File: config.mk
export PLATFORM = sky130hd
export DESIGN_NAME = text_banner
export DESIGN_NICKNAME = d
export VERILOG_FILES = /design/src/rtl/text_banner.sv
export SDC_FILE = /design/constraint.sdc
export NUM_CORES = 1
export LEC_CHECK = 0
export CORE_ASPECT_RATIO = 1.4
export CORE_UTILIZATION = 55
export DETAILED_ROUTE_END_ITERATION = 16
export GPL_ROUTABILITY_DRIVEN = 0
export GPL_TIMING_DRIVEN = 1
export PLACE_DENSITY = 0.75
export SYNTH_ARGS = -nofsm -noshare
export SYNTH_HDL_FRONTEND = slang
export SYNTH_SLANG_ARGS = --single-unit
File: constraint.sdc
create_clock -name clk -period 5.4 [get_ports clk]
set_clock_uncertainty 0.15 [all_clocks]
set_input_delay 1.08 -clock clk [delete_from_list [all_inputs] [get_ports clk]]
set_output_delay 1.08 -clock clk [all_outputs]
set_load 0.05 [all_outputs]
File: src/rtl/text_banner.sv
// text_banner: writable-buffer text overlay rendered with a scaled 5x7 font.
// Ports: clk/rst (async active-high), x/y pixel coordinate, en overlay enable,
// frame_tick per-frame pulse, start latches mode/len and restarts the phase,
// wr_en/wr_addr/wr_char buffer write port, disp registered lit flag, done reveal finished.
module text_banner #(
  parameter int MAX_CHARS     = 8,
  parameter int SCALE         = 4,
  parameter int PITCH         = 40,
  parameter int X0            = 304,
  parameter int Y0            = 280,
  parameter int BLINK_FRAMES  = 30,
  parameter int REVEAL_FRAMES = 8,
  localparam int LW = $clog2(MAX_CHARS + 1),
  localparam int AW = MAX_CHARS > 1 ? $clog2(MAX_CHARS) : 1
) (
  input  logic          clk,
  input  logic          rst,
  input  logic [9:0]    x,
  input  logic [9:0]    y,
  input  logic          en,
  input  logic          frame_tick,
  input  logic          start,
  input  logic [1:0]    mode,
  input  logic [LW-1:0] len,
  input  logic          wr_en,
  input  logic [AW-1:0] wr_addr,
  input  logic [4:0]    wr_char,
  output logic          disp,
  output logic          done
);
  localparam int SH   = $clog2(SCALE);
  localparam int FMAX = BLINK_FRAMES > REVEAL_FRAMES ? BLINK_FRAMES : REVEAL_FRAMES;
  localparam int FW   = $clog2(FMAX + 1);
  localparam logic [1:0] M_BLINK  = 2'd1;
  localparam logic [1:0] M_REVEAL = 2'd2;

  logic [4:0]    chars [MAX_CHARS];
  logic [1:0]    mode_q;
  logic [LW-1:0] len_q, rcnt, len_sat, shown, ci;
  logic [FW-1:0] fcnt;
  logic          vis, hit, yin, lit;
  logic [4:0]    code, rbits;
  logic [2:0]    col, row;
  logic [34:0]   g;
  logic [15:0]   xw, yw;

  // Seven 5-bit rows, top row in the MSBs, bit 4 of each row is the leftmost dot.
  function automatic logic [34:0] font(input logic [4:0] c);
    case (c)
      5'd1:  return 35'b01110_10001_10001_11111_10001_10001_10001;
      5'd2:  return 35'b11110_10001_10001_11110_10001_10001_11110;
      5'd3:  return 35'b01110_10001_10000_10000_10000_10001_01110;
      5'd4:  return 35'b11100_10010_10001_10001_10001_10010_11100;
      5'd5:  return 35'b11111_10000_10000_11110_10000_10000_11111;
      5'd6:  return 35'b11111_10000_10000_11110_10000_10000_10000;
      5'd7:  return 35'b01110_10001_10000_10111_10001_10001_01111;
      5'd8:  return 35'b10001_10001_10001_11111_10001_10001_10001;
      5'd9:  return 35'b01110_00100_00100_00100_00100_00100_01110;
      5'd10: return 35'b00111_00010_00010_00010_00010_10010_01100;
      5'd11: return 35'b10001_10010_10100_11000_10100_10010_10001;
      5'd12: return 35'b10000_10000_10000_10000_10000_10000_11111;
      5'd13: return 35'b10001_11011_10101_10101_10001_10001_10001;
      5'd14: return 35'b10001_10001_11001_10101_10011_10001_10001;
      5'd15: return 35'b01110_10001_10001_10001_10001_10001_01110;
      5'd16: return 35'b11110_10001_10001_11110_10000_10000_10000;
      5'd17: return 35'b01110_10001_10001_10001_10101_10010_01101;
      5'd18: return 35'b11110_10001_10001_11110_10100_10010_10001;
      5'd19: return 35'b01111_10000_10000_01110_00001_00001_11110;
      5'd20: return 35'b11111_00100_00100_00100_00100_00100_00100;
      5'd21: return 35'b10001_10001_10001_10001_10001_10001_01110;
      5'd22: return 35'b10001_10001_10001_10001_10001_01010_00100;
      5'd23: return 35'b10001_10001_10001_10101_10101_10101_01010;
      5'd24: return 35'b10001_10001_01010_00100_01010_10001_10001;
      5'd25: return 35'b10001_10001_01010_00100_00100_00100_00100;
      5'd26: return 35'b11111_00001_00010_00100_01000_10000_11111;
      5'd27: return 35'b00100_00100_00100_00100_00100_00000_00100;
      5'd28: return 35'b01110_10001_00001_00010_00100_00000_00100;
      5'd29: return 35'b00000_01100_01100_00000_01100_01100_00000;
      5'd30: return 35'b00000_00000_00000_11111_00000_00000_00000;
      default: return 35'd0;
    endcase
  endfunction

  // Cells never overlap (PITCH >= 5*SCALE), so at most one cell matches; the
  // 16-bit compare keeps cells near the right edge of the screen from wrapping.
  always_comb begin
    xw = 16'(x);
    yw = 16'(y);
    hit = 1'b0;
    code = '0;
    ci = '0;
    col = '0;
    for (int i = 0; i < MAX_CHARS; i++)
      if (xw >= 16'(X0 + i*PITCH) && xw < 16'(X0 + i*PITCH + 5*SCALE)) begin
        hit = 1'b1;
        code = chars[i];
        ci = LW'(i);
        col = 3'((xw - 16'(X0 + i*PITCH)) >> SH);
      end
    yin = yw >= 16'(Y0) && yw < 16'(Y0 + 7*SCALE);
    row = yin ? 3'((yw - 16'(Y0)) >> SH) : 3'd0;
    g = font(code);
    rbits = g[5*(6 - int'(row)) +: 5];
    shown = mode_q == M_REVEAL ? rcnt : len_q;
    lit = en && vis && hit && yin && ci < shown && rbits[3'd4 - col];
    len_sat = len > LW'(MAX_CHARS) ? LW'(MAX_CHARS) : len;
  end

  always_ff @(posedge clk or posedge rst)
    if (rst) begin
      for (int i = 0; i < MAX_CHARS; i++) chars[i] <= '0;
      disp <= 1'b0;
    end else begin
      if (wr_en && {1'b0, wr_addr} < (AW+1)'(MAX_CHARS)) chars[wr_addr] <= wr_char;
      disp <= lit;
    end

  // start has priority over a coincident frame_tick, which is dropped.
  always_ff @(posedge clk or posedge rst)
    if (rst) begin
      mode_q <= '0;
      len_q <= '0;
      fcnt <= '0;
      rcnt <= '0;
      vis <= 1'b1;
      done <= 1'b0;
    end else if (start) begin
      mode_q <= mode;
      len_q <= len_sat;
      fcnt <= '0;
      rcnt <= '0;
      vis <= 1'b1;
      done <= mode != M_REVEAL || len == '0;
    end else begin
      if (frame_tick && mode_q == M_BLINK) begin
        fcnt <= fcnt == FW'(BLINK_FRAMES - 1) ? '0 : fcnt + 1'b1;
        if (fcnt == FW'(BLINK_FRAMES - 1)) vis <= ~vis;
      end
      if (frame_tick && mode_q == M_REVEAL && rcnt < len_q) begin
        fcnt <= fcnt == FW'(REVEAL_FRAMES - 1) ? '0 : fcnt + 1'b1;
        if (fcnt == FW'(REVEAL_FRAMES - 1)) rcnt <= rcnt + 1'b1;
      end
      if (mode_q == M_REVEAL) done <= rcnt == len_q;
    end
endmodule

==> flow_metrics.py, run 1 <==
metrics = {
    "status": {
        "status": "did not finish",
        "stop_stage": "global routing",
        "toolErrorMsg": "[ERROR GRT-0232] Routing congestion too high. Check the congestion heatmap in the GUI.",
    },
    "synthesis": {
        "syn_area_um2": 6480,
        "synth_cell_type_count": 96,
        "synth_top_flop_cell": "dfrtp_1",
        "yosysSeqAreaShare_pct": 22.4,
        "synth.avg_cell_area_um2": 8.12,
        "ys_async_sr_fraction_pct": 100,
        "yosys_warnings": 0,
        "synthCells": 798,
        "synth_edf_count": 0,
        "yosys_register_bits": 58,
        "synth_fp_nets": 862,
    },
    "place": {
        "port_buffers": 39,
        "dp_slack_ns": -0.965,
        "dp_hpwl_mm": 19.3,
    },
    "cts": {
        "htreeDepth": 3,
        "cts_sinks": 58,
        "holdBufCountCts": 0,
        "clockBufferDepth": 2,
        "cts_made_buffers": 9,
        "cts-root-buf": "clkbuf_16",
    },
    "global_route": {
        "grt_max_degree": 59,
        "grt_overflow_total": 9,
        "grt.total_usage_pct": 60.8,
    },
    "floorplan": {
        "start_util_pct": 56.9,
        "die_x_um": 93.8,
        "rows": 46,
        "ios": 42,
        "dieHeight_um": 130,
    },
    "sta": {
        "worst_endpoint": "disp$_DFF_PP0_/D",
        "endpoint_type": "sequential cell input",
    },
}
kinds of logic after synthesis:
logic type	synth area share [%]
buffers and inverters	5.77
adder cells (fa/ha/maj)	5.02
multiplexers	11.7
flip-flops	22.4
AND/OR/NAND/NOR	21.5
AO/OA/AOI/OAI	32.0
other	0.116
XOR/XNOR	1.49
Yosys cell counts, types with 6 or more instances:
| cell type | n | area [µm²] |
|---|---|---|
| mux2_2 | 42 | 473 |
| o22ai_1 | 10 | 62.6 |
| a31oi_1 | 8 | 50.1 |
| a311oi_1 | 6 | 52.6 |
| a211o_1 | 6 | 52.6 |
| inv_1 | 29 | 109 |
| nand2_1 | 66 | 248 |
| mux4_2 | 6 | 135 |
| xnor2_1 | 7 | 61.3 |
| a2111oi_0 | 10 | 87.6 |
| nand4_1 | 13 | 81.3 |
| nand2b_1 | 11 | 68.8 |
| a21oi_1 | 48 | 240 |
| dfrtp_1 | 57 | 1430 |
| nor3b_1 | 7 | 52.6 |
| o2111ai_1 | 11 | 96.3 |
| o211ai_1 | 21 | 158 |
| a211oi_1 | 11 | 82.6 |
| buf_2 | 14 | 70.1 |
| nor3_1 | 32 | 160 |
| clkbuf_1 | 40 | 150 |
| nor2_1 | 49 | 184 |
| or2_2 | 6 | 37.5 |
| nor2b_1 | 6 | 37.5 |
| a221oi_1 | 8 | 70.1 |
| nand3_1 | 40 | 200 |
| o21ai_0 | 43 | 215 |
| mux2i_1 | 14 | 140 |
| ha_1 | 22 | 275 |
| nor4_1 | 8 | 50.1 |
routing by layer:
layer	GRT usage, %	GRT overflow
met2	84.8	2
met3	33.2	1
met4	62.8	6
met5	3.33	0
met1	62.0	0
per-stage QoR:
| step | instances | hold WS, ns | area (µm²) | TNS, ns |
|---|---|---|---|---|
| 2_1_floorplan | 798 | 0.321 | 6680 | -0.153 |
| 3_3_place_gp | 1142 | 0.342 | 8620 | -0.773 |
| 3_5_place_dp | 1142 | 0.338 | 8620 | -0.965 |
| 4_1_cts | 1169 | 0.348 | 9420 | 0 |
repair_timing:
action	CTS
buffers inserted	12
resized for setup	84
pin swaps	37
endpoints found under the setup margin	1
==> run 2, diff against run 1 <==
Settings changed: CORE_ASPECT_RATIO 1.4 to unset, CORE_UTILIZATION 55 to 40, PLACE_DENSITY 0.75 to unset, PLACE_DENSITY_LB_ADDON set to 0.15.
==> run 2 against run 1 <==
  * The flow now finishes without violations
  * Synthesized cell count unchanged
  * Area after synthesis unchanged
==> flow_metrics.py, run 2 <==
metrics = {
    "floorplan": {
        "ios": 42,
        "coreArea_um2": 15800,
        "die_area_um2": 16700,
        "start_util_pct": 41.0,
        "die_x_um": 129,
        "dieHeight_um": 129,
        "rows": 46,
    },
    "final_layout": {
        "final_common_cell": "buf_4",
        "final_layout_size_suffix_gt1_share_pct": 42.1,
        "fin_util_pct": 63.4,
        "largest_reg_flops": 40,
        "final_cell_mix": "buf_4, nand2_1, dfrtp_1",
        "post-route-cell-area_um2": 10000,
        "reg.largest.list": "chars x40, fcnt x5",
        "regMostFlops": "chars",
        "final_nets": 1128,
        "diodes": 0,
        "stdcell_count": 1285,
        "area_growth_pct": 54.8,
    },
    "synthesis": {
        "syn_area_um2": 6480,
        "yosys_warnings": 0,
        "synth_edf_count": 0,
        "ys_async_sr_fraction_pct": 100,
        "synth_top_area_share_pct": 22.0,
        "yosys_register_bits": 58,
        "yosysSeqAreaShare_pct": 22.4,
        "synth_area_leaders": "dfrtp_1, mux2_2, ha_1, nand2_1, a21oi_1",
        "yosysMostFrequentCell": "nand2_1",
        "yosysTopAreaCell": "dfrtp_1",
        "synth_top_flop_cell": "dfrtp_1",
        "synth_common_cells": "nand2_1, dfrtp_1, nor2_1, a21oi_1, o21ai_0",
        "synth_fp_nets": 862,
        "synth.avg_cell_area_um2": 8.12,
        "synthCells": 798,
        "synth_cell_type_count": 96,
    },
    "sta": {
        "slew_viol_final": 0,
        "relSlewSlack_pct": 22.0,
        "max_freq_mhz": 187,
        "worst_pin_slew_ns": 1.17,
        "finalCriticalPeriod_ns": 5.35,
        "setup_viol": 0,
        "finalCritPeriodShare_pct": 99.1,
        "finalHoldViolations": 0,
    },
    "place": {
        "placed_cell_area_um2": 8820,
        "port_buffers": 39,
        "dp_hpwl_mm": 19.2,
        "numPlacedInstances": 1221,
    },
    "power_and_ir_drop": {
        "p_comb_share_pct": 44.9,
        "seqPwrFrac_pct": 28.6,
        "p_leak_nw": 4.15,
        "ir_drop_uv": 297,
        "p_int_mw": 1.32,
        "clkPwrFrac_pct": 26.5,
        "swShare_pct": 34.7,
        "power.density_nw_per_um2": 202,
        "net-switching-power_mw": 0.702,
    },
    "global_route": {
        "grt.total_usage_pct": 31.7,
        "grt_pass1_vias": 7688,
        "antenna_found_initial": 0,
        "grt_max_degree": 59,
        "grt_pass1_wl_mm": 41.0,
        "grt_overflow_total": 0,
    },
    "min_path": {
        "hold_path_class": "reg2reg",
        "hold_end": "chars[13]",
        "hp-start": "chars[13]",
        "worstHoldPathCells": 1,
    },
    "status": {
        "status": "completed",
    },
    "drt": {
        "drtIter0Drc": 1108,
        "drtPass1Iterations": 7,
        "remaining_drc_errors": 0,
        "ant_nets": 0,
        "vias": 8271,
        "wire_per_inst_um": 20.5,
        "vias_per_cell": 6.44,
        "routed_wl_mm": 26.4,
    },
    "worst_setup_path": {
        "path_cells": "clkdlybuf4s15_1 > or4b_4 > o221ai_4 > buf_6 > a211oi_4 > buf_12 > a221o_1 > a211oi_4 > buf_6 > buf_16 > a211oi_1 > a221oi_2 > buf_4 > nor2_1 > o311a_1 > a2111oi_1 > a311o_1 > a221oi_1 > o311a_1",
        "slowest_stage": "or4b_4",
        "crit_path_max_fanout": 8,
        "timing.rr.end": "disp",
        "cpPeakStageDelay_ns": 0.57,
        "end_kind": "flop",
        "r2r-start": "chars[35]",
        "start_kind": "input pin",
        "crit_type": "in2reg",
        "r2r_slack_ns": 1.34,
        "cp.arrival_ns": 5.41,
        "cp.required_ns": 5.46,
        "worst-r2r-cell-count": 16,
    },
    "cts": {
        "htreeDepth": 3,
        "clk_pin_slew_ns": 0.05,
        "holdBufCountCts": 0,
        "cts_tree": "done",
        "clk_latency_ns": 0.32,
        "clockBufferDepth": 2,
        "cts-root-buf": "clkbuf_16",
        "cts_made_buffers": 9,
        "cts_sinks": 58,
    },
    "flow_run": {
        "cap_violations": 0,
    },
}
-- run 2: worst max-delay path: cells and delay by family --
family	cells	cell delay, ns
simple gates	2	0.63
buf+inv	6	0.93
compound gates	11	2.76
-- run 2: power by group through the flow --
stage / logic [mW] / clock network (mW) / registers (mW)
after detailed placement: 0.762 / 0 / 0.578
after CTS: 0.826 / 0.548 / 0.575
after floorplan: 0.422 / 0 / 0.553
after global placement: 0.748 / 0 / 0.572
after global routing: 0.963 / 0.572 / 0.586
final: 0.909 / 0.537 / 0.578
-- run 2: metal layers --
layer	up-vias	routed length [µm]	track usage, %
li1	3675	-	-
met1	3931	10700	42.4
met2	534	11900	49.2
met3	131	2460	5.74
met4	0	1270	15.5
met5	-	0	0
-- run 2: worst max path at each step --
stage	startpoint	end	slack, ns
3_3_place_gp	x[4]	disp	-0.89
2_1_floorplan	x[4]	disp	-0.15
3_5_place_dp	x[4]	disp	-1.00
6_report	x[0]	disp	0.05
5_1_grt	x[1]	disp	-0.04
4_1_cts	x[9]	disp	0.01
-- run 2: cell type report --
cell class              count  area [µm²]
clock inverters             6        57.6
well taps                 216         270
clock buffers              10         229
repair buffers            315        2640
inverters                  30         120
multi-input cells         650        5270
flip-flops and latches     58        1450
fillers                  1286        5790
-- run 2: metrics by stage --
step	hold WS (ns)	power, mW	worst slack [ns]	TNS (ns)
after CTS	0.361	1.95	0.00973	0
after global placement	0.337	1.32	-0.886	-0.886
after floorplan	0.321	0.975	-0.153	-0.153
after global routing	0.370	2.12	-0.0436	-0.0436
after detailed placement	0.349	1.34	-1.00	-1.00
final	0.363	2.02	0.0506	0
-- run 2: cells by family after synthesis --
group                    count (synthesis)  synth area share [%]
AND/OR/NAND/NOR                        271                  21.5
AO/OA/AOI/OAI                          278                  32.0
buffers and inverters                   90                  5.77
XOR/XNOR                                11                  1.49
multiplexers                            63                  11.7
flip-flops                              58                  22.4
adder cells (fa/ha/maj)                 25                  5.02
other                                    2                 0.116
-- run 2: timing repair --
item / CTS / global route
resized for setup: 70 / 71
buffers inserted: 30 / 16
cloned: 2 / 0
hold endpoints to repair: 0 / 0
pin swaps: 26 / 46
setup endpoints to repair: 1 / 1
(Power assumes the default switching activity.)
==> run 3, diff against run 2 <==
Settings changed: CTS_CLUSTER_SIZE set to 28.
==> results of run 3 <==
Final layout, timing and power as in run 2 (identical DEF).
==> run 4, diff against run 3 <==
Clock period 5.4 ns to 6.31 ns, I/O delays scaled along.
==> run 4 against run 3 <==
  * Via count shrank 8.5%
  * Global-route usage shrank 2.4 points
  * Setup slack gained 0.079 ns
  * Clock-buffer cell count grew 1
  * Critical endpoint unchanged
==> flow_metrics.py, run 4 (synthesis gave the netlist of run 2 again) <==
metrics = {
    "status": {
        "status": "completed",
    },
    "global_route": {
        "antenna_found_initial": 0,
        "grt.total_usage_pct": 29.3,
        "grt_pass1_wl_mm": 38.3,
        "grt_overflow_total": 0,
        "grt_pass1_vias": 7283,
        "grt_max_degree": 59,
    },
    "power_and_ir_drop": {
        "p_int_mw": 1.09,
        "ir_drop_uv": 203,
        "finalPower_mw": 1.63,
        "seqPwrFrac_pct": 30.0,
        "net-switching-power_mw": 0.539,
        "swShare_pct": 33.1,
        "clkPwrFrac_pct": 31.4,
        "power.density_nw_per_um2": 189,
        "p_leak_nw": 3.48,
        "p_comb_share_pct": 38.6,
    },
    "cts": {
        "cts_sinks": 58,
        "cts-root-buf": "clkbuf_16",
        "htreeDepth": 3,
        "clk_pin_slew_ns": 0.05,
        "holdBufCountCts": 0,
        "cts_tree": "done",
        "clockBufferDepth": 2,
        "cts_made_buffers": 9,
        "clk_latency_ns": 0.32,
    },
    "sta": {
        "slew_viol_final": 0,
        "relSlewSlack_pct": 33.1,
        "max_freq_mhz": 162,
        "finalCritPeriodShare_pct": 97.9,
        "setup_viol": 0,
        "worst_pin_slew_ns": 1.00,
        "finalHoldViolations": 0,
        "finalCriticalPeriod_ns": 6.18,
    },
    "drt": {
        "remaining_drc_errors": 0,
        "drtIter0Drc": 907,
        "vias": 7572,
        "ant_nets": 0,
        "drtPass1Iterations": 7,
        "wire_per_inst_um": 20.1,
        "routed_wl_mm": 23.7,
        "vias_per_cell": 6.42,
    },
    "worst_setup_path": {
        "cp.required_ns": 6.42,
        "timing.rr.end": "disp",
        "start_kind": "input pin",
        "end_kind": "flop",
        "crit_path_max_fanout": 9,
        "r2r-start": "chars[35]",
        "crit_type": "in2reg",
        "worst-r2r-cell-count": 17,
        "r2r_slack_ns": 2.00,
        "cp.arrival_ns": 6.29,
    },
    "place": {
        "port_buffers": 39,
        "dp_hpwl_mm": 18.2,
        "placed_cell_area_um2": 8210,
    },
    "flow_run": {
        "cap_violations": 0,
    },
    "final_layout": {
        "largest_reg_flops": 40,
        "final_layout_size_suffix_gt1_share_pct": 28.9,
        "final_common_cell": "buf_4",
        "final_cell_mix": "buf_4, nand2_1, dfrtp_1",
        "reg.largest.list": "chars x40, fcnt x5",
        "regMostFlops": "chars",
        "diodes": 0,
        "multiInputGateArea_um2": 4730,
        "seqCellArea_um2": 1450,
        "post-route-cell-area_um2": 8620,
        "nFillCells": 1475,
        "area_growth_pct": 32.9,
        "final_nets": 1023,
    },
    "min_path": {
        "hold_path_class": "reg2reg",
        "worstHoldPathCells": 1,
        "hold_end": "chars[25]",
        "hp-start": "chars[25]",
    },
    "floorplan": {
        "ios": 42,
        "rows": 46,
        "die_area_um2": 16700,
        "coreArea_um2": 15800,
        "start_util_pct": 41.0,
        "die_x_um": 129,
        "dieHeight_um": 129,
    },
}
## run 4: cell type report
cell class	instances	area share (%)
sequential	58	16.9
tap	216	3.14
multi-input combinational	650	54.9
timing repair buffer	210	20.1
inverter	30	1.31
clock buffer	11	2.82
clock inverter	5	0.900
## run 4: worst max-delay path by stage
| stage | startpoint | slack, ns | end | cells after the start |
|---|---|---|---|---|
| floorplan | x[4] | 0.02 | disp | 22 |
| global placement | x[3] | -0.18 | disp | 21 |
| detailed placement | x[3] | -0.34 | disp | 23 |
| CTS | x[3] | 0.05 | disp | 23 |
| global route | x[3] | -0.06 | disp | 19 |
| finish | x[4] | 0.13 | disp | 24 |
## run 4: critical path, stage by stage
cell	delay [ns]
clkdlybuf4s50_1	0.49
buf_4	0.18
inv_1	0.07
ha_1	0.22
nor4b_4	0.15
buf_4	0.14
o211ai_1	0.29
buf_4	0.20
nor2_1	0.06
a21oi_1	0.27
o31ai_4	0.15
inv_1	0.12
ha_1	0.30
o2111ai_1	0.24
buf_4	0.20
nor3_1	0.33
o21ai_0	0.20
buf_4	0.17
nor2_1	0.07
nor2_1	0.06
mux4_2	0.50
o2111ai_1	0.23
a221o_1	0.21
o311a_1	0.16
## run 4: power groups by stage
stage	clock network [mW]	registers, mW	logic, mW
floorplan	0	0.471	0.345
global placement	0	0.489	0.592
detailed placement	0	0.491	0.601
CTS	0.519	0.485	0.606
global route	0.535	0.495	0.674
finish	0.512	0.489	0.630
## run 4: routing by layer
metal	GRT usage, %	routed length [µm]
met1	39.0	10100
met2	46.9	10800
met3	4.00	1890
met4	13.7	957
met5	0	0
## run 4: what timing repair did
action | 4_1_cts | 5_1_grt
setup endpoints to repair | 1 | 1
gates resized for setup | 1 | 19
endpoints found under the hold margin | 0 | 0
pin swaps | 0 | 8
buffers inserted | 0 | 1
## run 4: metrics by stage
step	setup TNS, ns	hold WS, ns	setup WS (ns)	util, %	std cells
2_1_floorplan	0	0.321	0.0213	-	798
3_3_place_gp	-0.176	0.346	-0.176	51.9	1163
3_5_place_dp	-0.341	0.349	-0.341	51.9	1163
4_1_cts	0	0.359	0.0488	53.9	1179
5_1_grt	-0.0558	0.378	-0.0558	54.4	1180
6_report	0	0.357	0.130	54.4	1180
